[config.mk]
export PLATFORM = sky130hd
export DESIGN_NAME = shift_register_tx
export DESIGN_NICKNAME = d
export VERILOG_FILES = /design/src/rtl/shift_register_tx.sv
export SDC_FILE = /design/constraint.sdc
export NUM_CORES = 1
export LEC_CHECK = 0
export CAP_MARGIN = 20
export CORE_MARGIN = 5
export CORE_UTILIZATION = 47
export DETAILED_ROUTE_END_ITERATION = 7
export PLACE_DENSITY_LB_ADDON = 0.15
export RECOVER_POWER = 25
export REMOVE_ABC_BUFFERS = 1
export SYNTH_ARGS = -nofsm -noshare
export SYNTH_HDL_FRONTEND = slang
export SYNTH_SLANG_ARGS = --single-unit
[constraint.sdc]
create_clock -name clk -period 2.4 [get_ports clk]
set_clock_uncertainty 0.2 [all_clocks]
set_input_delay 0.48 -clock clk [delete_from_list [all_inputs] [get_ports clk]]
set_output_delay 0.48 -clock clk [all_outputs]
set_load 0.05 [all_outputs]
[src/rtl/shift_register_tx.sv]
// UART transmit serializer: start bit, LSB-first data, optional parity, 1 or 2 stop bits.
// Define TX_PARITY_EN to insert a parity bit between the last data bit and the stop bit(s).
module shift_register_tx #(
    parameter int DATA_WIDTH = 8,
    parameter int STOP_BITS  = 1
) (
    input  logic                  clk,
    input  logic                  rst,
    input  logic                  BaudSig_i,
    input  logic [DATA_WIDTH-1:0] Data_i,
    input  logic                  Valid_i,
    output logic                  Ready_o,
    input  logic                  ParityOdd_i,
    output logic                  Tx_o,
    output logic                  Tx_Synch_o,
    output logic [4:0]            State_o,
    output logic [2:0]            BitCounter_o,
    output logic                  Done_o
);

    // state     | meaning
    // IDLE      | line high, waiting for a byte
    // STARTBIT  | driving start bit (0)
    // DATABITS  | driving data bits LSB-first
    // PARITYBIT | driving parity bit (TX_PARITY_EN only)
    // STOPBIT   | driving stop bit(s) (1)
    typedef enum logic [4:0] {
        IDLE      = 5'b0_0001,
        STARTBIT  = 5'b0_0010,
        DATABITS  = 5'b0_0100,
        PARITYBIT = 5'b0_1000,
        STOPBIT   = 5'b1_0000
    } state_t;

    localparam logic [2:0] LAST_BIT = 3'(DATA_WIDTH - 1);
    localparam bit         TWO_STOP = (STOP_BITS == 2);

    state_t                state, state_nxt;
    logic [DATA_WIDTH-1:0] shift_q, shift_nxt;
    logic [2:0]            bit_cnt_q, bit_cnt_nxt;
    logic                  stop_cnt_q, stop_cnt_nxt;
    logic                  tx_q, tx_nxt;
    logic                  done_q, done_nxt;
    logic                  accept;

`ifdef TX_PARITY_EN
    logic parity_q, parity_nxt;
`else
    logic unused_parity_odd;
    assign unused_parity_odd = ParityOdd_i;
`endif

    assign Ready_o = (state == IDLE);
    assign accept  = Valid_i & Ready_o & ~rst;

    always_comb begin
        state_nxt    = state;
        shift_nxt    = shift_q;
        bit_cnt_nxt  = bit_cnt_q;
        stop_cnt_nxt = stop_cnt_q;
        tx_nxt       = tx_q;
        done_nxt     = 1'b0;
`ifdef TX_PARITY_EN
        parity_nxt   = parity_q;
`endif
        case (state)
            IDLE: begin
                // Baud ticks are ignored here; accept also wins over a coincident tick.
                tx_nxt = 1'b1;
                if (accept) begin
                    shift_nxt    = Data_i;
                    bit_cnt_nxt  = 3'd0;
                    stop_cnt_nxt = 1'b0;
                    tx_nxt       = 1'b0;
                    state_nxt    = STARTBIT;
`ifdef TX_PARITY_EN
                    parity_nxt   = (^Data_i) ^ ParityOdd_i;
`endif
                end
            end
            STARTBIT: begin
                if (BaudSig_i) begin
                    state_nxt   = DATABITS;
                    tx_nxt      = shift_q[0];
                    bit_cnt_nxt = 3'd0;
                end
            end
            DATABITS: begin
                if (BaudSig_i) begin
                    if (bit_cnt_q == LAST_BIT) begin
`ifdef TX_PARITY_EN
                        state_nxt = PARITYBIT;
                        tx_nxt    = parity_q;
`else
                        state_nxt = STOPBIT;
                        tx_nxt    = 1'b1;
`endif
                    end else begin
                        shift_nxt   = shift_q >> 1;
                        bit_cnt_nxt = bit_cnt_q + 3'd1;
                        tx_nxt      = shift_q[1];
                    end
                end
            end
            PARITYBIT: begin
                if (BaudSig_i) begin
                    state_nxt = STOPBIT;
                    tx_nxt    = 1'b1;
                end
            end
            STOPBIT: begin
                tx_nxt = 1'b1;
                if (BaudSig_i) begin
                    if (TWO_STOP && !stop_cnt_q) begin
                        stop_cnt_nxt = 1'b1;
                    end else begin
                        stop_cnt_nxt = 1'b0;
                        state_nxt    = IDLE;
                        done_nxt     = 1'b1;
                    end
                end
            end
            default: begin
                state_nxt = IDLE;
                tx_nxt    = 1'b1;
            end
        endcase
    end

    always_ff @(posedge clk) begin
        if (rst) begin
            state      <= IDLE;
            shift_q    <= '0;
            bit_cnt_q  <= 3'd0;
            stop_cnt_q <= 1'b0;
            tx_q       <= 1'b1;
            done_q     <= 1'b0;
`ifdef TX_PARITY_EN
            parity_q   <= 1'b0;
`endif
        end else begin
            state      <= state_nxt;
            shift_q    <= shift_nxt;
            bit_cnt_q  <= bit_cnt_nxt;
            stop_cnt_q <= stop_cnt_nxt;
            tx_q       <= tx_nxt;
            done_q     <= done_nxt;
`ifdef TX_PARITY_EN
            parity_q   <= parity_nxt;
`endif
        end
    end

    assign Tx_o         = tx_q;
    assign Tx_Synch_o   = accept;
    assign State_o      = state;
    assign BitCounter_o = bit_cnt_q;
    assign Done_o       = done_q;

endmodule

== After elaboration in Yosys (flattened, before gate mapping) ==
Index checks and enable logic that the tools add are counted.

* Flip-flop bits (word level): 18
* Bits in latches: 0
* Memory bits (writable): 0
* Memory bits (read-only): 0
* Input bits: 13
* Memories: 0

* Add/subtract/negate cells: 1
* Multiply operators: 0
* Div/mod/pow operators: 0
* Order comparisons: 0
* Eq/ne operators: 13
* Shift operators: 0
* Multiplexer cells: 23
* Bitwise gates (word level): 4
* Reduce and logical (&&, ||, !) cells: 7

{| class="wikitable"
|+ Operators by type and width
! cell !! number
|-
| 5-bit two-way mux || 6
|-
| 5-bit one-hot mux with 5 select lines || 1
|-
| 8-bit two-way mux || 3
|-
| 8-bit one-hot mux with 2 select lines || 1
|-
| 3-bit two-way mux || 4
|-
| 2-bit inequality test (second input constant) || 6
|-
| 3-bit one-hot mux with 3 select lines || 1
|-
| 1-bit two-way mux || 6
|-
| 6-bit AND reduction || 1
|-
| 5-bit by 1-bit == test with 1-bit output (second input constant) || 1
|-
| 5-bit by 2-bit == test with 1-bit output (second input constant) || 1
|-
| 5-bit by 3-bit == test with 1-bit output (second input constant) || 1
|-
| 5-bit by 4-bit == test with 1-bit output (second input constant) || 1
|-
| 5-bit == test (second input constant) || 1
|-
| 5-bit AND reduction || 1
|-
| 1-bit one-hot mux with 4 select lines || 1
|-
| 4-bit AND reduction || 1
|-
| 3-bit by 1-bit adder with 3-bit output (second input constant) || 1
|-
| 3-bit == test (second input constant) || 1
|-
| 3-bit AND reduction || 1
|-
| 3-bit nonzero test || 1
|-
| 1-bit AND || 2
|-
| 2-bit by 1-bit inequality test with 1-bit output (second input constant) || 1
|-
| 1-bit inverter || 2
|-
| 2 further kinds || 2
|}

== Logic depth before layout (Yosys ltp) ==
Gate-level depths: netlist of the first run.

* Depth after elaboration: 5
* Gate-level depth with buffers: 8
* Gate-level depth less buffers: 6

== Least setup slack after synthesis of the first run ==
OpenSTA, ideal clock, no wires.

* Path kind: register to output
* From: register state[1] (netlist: State_o[1])
* To: output Ready_o
* Arrival: 1.939 ns
* Data required time: 1.720 ns
* Slack: -0.219 ns
* Cell stages (with the launch flop): 4
* Buffers on the path: 1
* Path through: dfxtp_1 buf_4 nand2b_1 nor3_1

* Cells in the longest elaborated chain, start to end: 1

{| class="wikitable"
|+ RTL lines
! element !! line !! text
|-
| start, declared || 38 || <nowiki>state_t state, state_nxt;</nowiki>
|-
| start signal, assigned || 142 || <nowiki>state <= state_nxt;</nowiki>
|-
| 5-bit by 1-bit == test with 1-bit output || 53 || <nowiki>assign Ready_o = (state == IDLE);</nowiki>
|-
| end, declared || 12 || <nowiki>output logic Ready_o,</nowiki>
|}

No other way between the ends.

== Worst setup path after layout of the first run ==
* From: input rst
* To: output Tx_Synch_o

* Cells in the longest elaborated chain, start to end: 2

{| class="wikitable"
|+ RTL lines
! element !! line !! text
|-
| start, declared || 8 || <nowiki>input logic rst,</nowiki>
|-
| 1-bit inverter || 54 || <nowiki>assign accept = Valid_i & Ready_o & ~rst;</nowiki>
|-
| 1-bit AND || 54 ||
|-
| end, declared || 15 || <nowiki>output logic Tx_Synch_o,</nowiki>
|}

No other way between the ends.

==> out/metrics.csv, run 1 <==
stage,metric,value,unit
status,status,finished clean,
timing,part of the cycle the worst path needs,96.9,%
route,drc violations,0,
grt,grt met1 use,19.5,%
route,drt via density,5.40,
yosys,Post-synth top cells,"17 x dfxtp_1, 11 x mux2i_1, 11 x nor2_1",
floorplanning,die width,55.0,um
power_and_ir_drop,pwr/cell area,495,mW/mm^2
clock_tree,Setup Buffers After CTS,0,
cells_and_area,Fillers,173,
yosys,Async SR Flop Fraction,0,%
grt,initial antenna violation count,0,
grt,gr ovfl total,0,
power_and_ir_drop,Total Power,0.604,mW
timing,Fmax,430,MHz
yosys,area fraction in compound gates after synthesis,17.4,%
route,routed length per placed instance,12.6,um
route,routed vias,831,
cells_and_area,design area,0.00122,mm^2
place,GPL Wtd Cong,0.826,
yosys,YS warnings,0,
critical_path,worst-path cell chain,clkdlybuf4s50_1 > or3_1 > nor2_1 > buf_12,
clock_tree,Root Driver,clkbuf_4,
floorplanning,die footprint,0.00302,mm^2
worst_hold_path,type of the worst min-delay path,reg2reg,
yosys,Synth area leaders,"dfxtp_1 36%, mux2i_1 12%, nor2_1 4.3%",
yosys,Post-synth top flop,dfxtp_1,
critical_path,CP startpoint kind,primary input,
cells_and_area,final-stage net count,143,
clock_tree,total CTS buffers,3,
clock_tree,Worst-Skew Late Latency,0.28,ns
yosys,"area leader, netlist",dfxtp_1,
yosys,simple-gate share of the synthesized area,24.1,%
timing,"Slew Viols, Final",0,
route,initial DRC count,17,
yosys,post-synthesis register bit count,17,
power_and_ir_drop,Pleak,0.450,nW
cells_and_area,Synth-to-Final Area Change,28.2,%
place,DP HPWL,1440,um
route,Routed Antenna Nets,0,
critical_path,"Req. time, crit path",1.72,ns
floorplanning,cell row count,16,
floorplanning,starting density of the core,49.0,%
clock_tree,Clock transition at path regs,0.10,ns
cells_and_area,Final Core Density,62.8,%
critical_path,critical path's slowest cell,clkdlybuf4s50_1,
place,placed instance count,150,
yosys,"Distinct cells, synth",36,
timing,relative slew slack,59.9,%
critical_path,critical path type,in2out,
critical_path,CP peak stage delay,0.44,ns
grt,largest net degree at the start of global routing,19,
cells_and_area,number of diodes,0,
floorplanning,die height,55.0,um
timing,fin crit period,2.33,ns
timing,WHS,0.301,ns
place,pre-CTS setup slack,0.0785,ns
yosys,Post-Syn Area per Cell,9.06,um^2
timing,Fin. Hold Viols,0,
grt,GR met2 Demand/Resource,22.6,%
clock_tree,# hold bufs at CTS,0,
yosys,multiplexer share of the synthesized area,11.6,%
floorplanning,I/O pin count,25,
grt,vias in the first global route,742,
critical_path,critical path capture point type,output port,
clock_tree,Resize count post-CTS,0,
run,Max Cap Viol,0,
timing,final setup TNS,0,ns
grt,first-pass GRT wire length,3230,um
yosys,sequential fraction of the synthesis area,35.8,%
cells_and_area,layout cell share with drive strength beyond 1,16.5,%
cells_and_area,Non-Filler Instances,154,
place,placed cell areas,0.00120,mm^2
yosys,number of enable flip-flop cells after synthesis,0,
power_and_ir_drop,peak supply drop,0.000403,V
timing,final worst slack,0.0749,ns
route,1st-pass router iterations,5,
place,number of port buffers,22,
clock_tree,Clock Sink Count,17,
yosys,Yosys top cell area share,35.8,%
timing,# setup viols final,0,
yosys,"count leader, synth",dfxtp_1,
clock_tree,Clock Tree Buf Depth,2,
floorplanning,core footprint,0.00194,mm^2
timing,RSZ-0062 raised after global routing,no,
yosys,Synth Area in Adders,2.63,%
clock_tree,H-tree depth,1,
clock_tree,CTS tree,built,
grt,GRT Util Overall,14.3,%
yosys,XOR/XNOR Fraction of Synth Area,0,%
route,WL final,1930,um
grt,met3 usage,2.41,%
timing,Worst-Margin Slew,0.604,ns
critical_path,Max Fanout on Critical Path,3,
critical_path,crit path DAT,1.65,ns
critical_path,critical path's top delay family,buffers and inverters,
yosys,post-synthesis instance area,951,um^2
yosys,Mapped Cells,105,
yosys,largest family of logic cells by synthesized area,simple AND/OR/NAND/NOR gates,
grt,Top Usage Layer GRT,met2,
critical_path,buffers and inverters on the worst path,2,
power breakdown:
group	total (mW)	switching, mW	leakage, nW	internal [mW]
logic	0.141	0.0732	0.297	0.0678
clock network	0.152	0.0870	0.0150	0.0645
registers	0.311	0.0154	0.139	0.296
cells in the final DEF (no fill, tap or decap), drive strengths merged, types with 5 or more instances in the layout:
master,count
a211oi,8
buf,11
clkbuf,6
clkdlybuf4s50,15
dfxtp,17
mux2i,11
nand2,5
nand2b,5
nor2,11
nor2b,5
state kept, by name, indices dropped and copies added (netlist names):
| signal | count |
|---|---|
| shift_q | 8 |
| State_o | 4 |
| BitCounter_o | 3 |
| Done_o | 1 |
| Tx_o | 1 |
kinds of logic (layout without fill, tap and decap cells):
group	count (synthesis)	after routing
simple gates	41	41
compound gates	21	21
flops	17	17
buf+inv	12	34
mux	11	11
fa+ha+maj	2	2
other cells	1	1
area by class of cell:
class / instances / area (um^2) / area share [%]
clock buffer: 4 / 26.3 / 2.16
inverter: 1 / 3.75 / 0.308
multi-input combinational: 76 / 539 / 44.3
sequential: 17 / 340 / 27.9
tap: 27 / 33.8 / 2.77
timing repair buffer: 29 / 275 / 22.6
worst paths after layout:
kind / slack (ns) / from / cells past startpoint / end
max reg2reg: 0.36 / BitCounter_o[0] / 6 / Tx_o
min: 0.30 / shift_q[4] / 2 / shift_q[4]
max: 0.07 / rst / 4 / Tx_Synch_o
min reg2reg: 0.30 / shift_q[4] / 2 / shift_q[4]
worst reg2reg max path: stages, from the launching register on:
cell and delay, ns:
dfxtp_1 0.35, ha_1 0.20, ha_1 0.23, inv_1 0.07
a211oi_1 0.05, or4_1 0.64, a21o_1 0.21
metal layers:
| layer | vias to the layer above | part of all wire (%) |
|---|---|---|
| met1 | 383 | 49 |
| met2 | 24 | 46 |
| met5 | - | 0 |
| li1 | 424 | - |
| met4 | 0 | 0 |
| met3 | 0 | 4.9 |
No activity file was read; power rests on OpenSTA's default activity.
==> inputs of run 2 (changes only) <==
- CELL_PAD_IN_SITES_DETAIL_PLACEMENT: default -> 2
- CELL_PAD_IN_SITES_GLOBAL_PLACEMENT: default -> 2
- CORE_UTILIZATION: 47 -> 28
- clock period: 2.4 -> 2.5 ns (I/O delays scaled with it)
==> out/metrics.csv, run 2 (synthesis gave the netlist of run 1 again) <==
stage,metric,value,unit,change
timing,# setup viols final,0,,unchanged
route,1st-pass router iterations,4,,-1
place,number of port buffers,22,,unchanged
floorplanning,core footprint,0.00331,mm^2,+70%
cells_and_area,number of diodes,0,,unchanged
critical_path,critical path capture point type,output port,,
clock_tree,CTS tree,built,,
grt,gr ovfl total,0,,unchanged
timing,WHS,0.311,ns,+0.00964 ns
power_and_ir_drop,Total Power,0.596,mW,-1.4%
route,WL final,2580,um,+33%
clock_tree,Root Driver,clkbuf_4,,
floorplanning,starting density of the core,28.7,%,-20 points
clock_tree,Clock Tree Buf Depth,2,,unchanged
grt,initial antenna violation count,0,,unchanged
floorplanning,I/O pin count,25,,unchanged
clock_tree,Resize count post-CTS,1,,+1
cells_and_area,Fillers,412,,+140%
cells_and_area,"commonest non-fill, non-tap cell in the layout",dfxtp_1,,
cells_and_area,most frequent cells in the layout,"17 x dfxtp_1, 16 x clkdlybuf4s50_1, 11 x nor2_1, 11 x mux2i_1, 6 x buf_4",,
clock_tree,Clock transition at path regs,0.11,ns,about the same
timing,part of the cycle the worst path needs,94.3,%,
status,status,finished clean,,
critical_path,"Req. time, crit path",1.80,ns,+0.08 ns
clock_tree,Worst-Skew Late Latency,0.29,ns,about the same
timing,relative slew slack,60.0,%,+0.062 points
grt,GRT Util Overall,12.5,%,-1.8 points
critical_path,CP startpoint kind,primary input,,
cells_and_area,layout cell share with drive strength beyond 1,14.2,%,-2.4 points
power_and_ir_drop,pwr/cell area,479,mW/mm^2,-3.2%
timing,Fmax,424,MHz,
floorplanning,die height,68.3,um,+24%
place,GPL Wtd Cong,0.807,,-2.3%
route,routed vias,860,,+3.5%
timing,fin crit period,2.36,ns,
route,drc violations,0,,unchanged
power_and_ir_drop,peak supply drop,0.000132,V,-67%
grt,largest net degree at the start of global routing,19,,unchanged
critical_path,crit path DAT,1.66,ns,about the same
timing,Worst-Margin Slew,0.603,ns,-0.000938 ns
clock_tree,# hold bufs at CTS,0,,unchanged
timing,"Slew Viols, Final",0,,unchanged
timing,Fin. Hold Viols,0,,unchanged
worst_hold_path,type of the worst min-delay path,reg2reg,,
run,Max Cap Viol,0,,unchanged
cells_and_area,max reg flops,8,,unchanged
timing,final worst slack,0.142,ns,+0.0676 ns
place,pre-CTS setup slack,0.134,ns,+0.0550 ns
clock_tree,Setup Buffers After CTS,0,,unchanged
route,initial DRC count,52,,+35
cells_and_area,Synth-to-Final Area Change,30.7,%,
power_and_ir_drop,Pleak,0.448,nW,-0.52%
cells_and_area,Top reg by flops,shift_q,,
route,drt via density,4.97,,-7.9%
floorplanning,cell row count,21,,+5
timing,RSZ-0062 raised after global routing,no,,
grt,first-pass GRT wire length,4350,um,+35%
floorplanning,die width,68.3,um,+24%
critical_path,Max Fanout on Critical Path,3,,unchanged
critical_path,critical path type,in2out,,
clock_tree,H-tree depth,1,,unchanged
route,routed length per placed instance,14.9,um,+19%
route,Routed Antenna Nets,0,,unchanged
clock_tree,total CTS buffers,3,,unchanged
floorplanning,die footprint,0.00466,mm^2,+54%
grt,vias in the first global route,914,,+23%
timing,final setup TNS,0,ns,unchanged
place,DP HPWL,1890,um,+31%
cells_and_area,final-stage net count,143,,unchanged
clock_tree,Clock Sink Count,17,,unchanged
run 2: cell count changes in the layout (fill, tap and decap cells not counted), sizes merged:
cell	change
clkdlybuf4s50	+1
dlygate4sd2	+1
clkbuf	+1
buf	-3
run 2: cell type report:
| cell class | count | area, um^2 | share of cell area, % |
|---|---|---|---|
| clock buffers | 4 | 26.3 | 2.11 |
| well taps | 46 | 57.6 | 4.63 |
| multi-input cells | 76 | 539 | 43.4 |
| flip-flops and latches | 17 | 340 | 27.4 |
| repair buffers | 29 | 275 | 22.2 |
| inverters | 1 | 3.75 | 0.302 |
run 2: critical path: stages:
cell             delay (ns)
clkdlybuf4s50_1        0.42
or3_1                  0.36
nor2_1                 0.20
buf_12                 0.17
run 2: report_power, final:
group          internal [mW]  leakage [nW]  switching, mW
logic                 0.0658         0.294         0.0748
registers              0.284         0.139         0.0137
clock network         0.0621        0.0150         0.0951
total                  0.412         0.448          0.184
run 2: path summary, 6_finish.rpt:
path	start	endpoint	slack, ns	depth (start not counted)
setup / recovery	rst	Tx_Synch_o	0.14	4
hold / removal	shift_q[3]	shift_q[3]	0.31	2
setup reg to reg	BitCounter_o[0]	Tx_o	0.35	6
hold reg to reg	shift_q[3]	shift_q[3]	0.31	2
run 2: per-layer routing:
metal	vias up	share of wire, %	global-route usage, %
li1	419	-	-
met1	420	46	15.0
met5	-	0	0
met4	0	1.5	4.47
met3	5	3.7	2.63
met2	16	49	21.8
run 2: through the flow:
stage | area [um^2] | utilization [%] | std cells
6_report | 1240 | 37.5 | 173
5_1_grt | 1240 | 37.5 | 173
4_1_cts | 1250 | 37.9 | 173
3_5_place_dp | 1230 | 37.1 | 169
3_3_place_gp | 1230 | 37.1 | 169
2_1_floorplan | 877 | - | 94
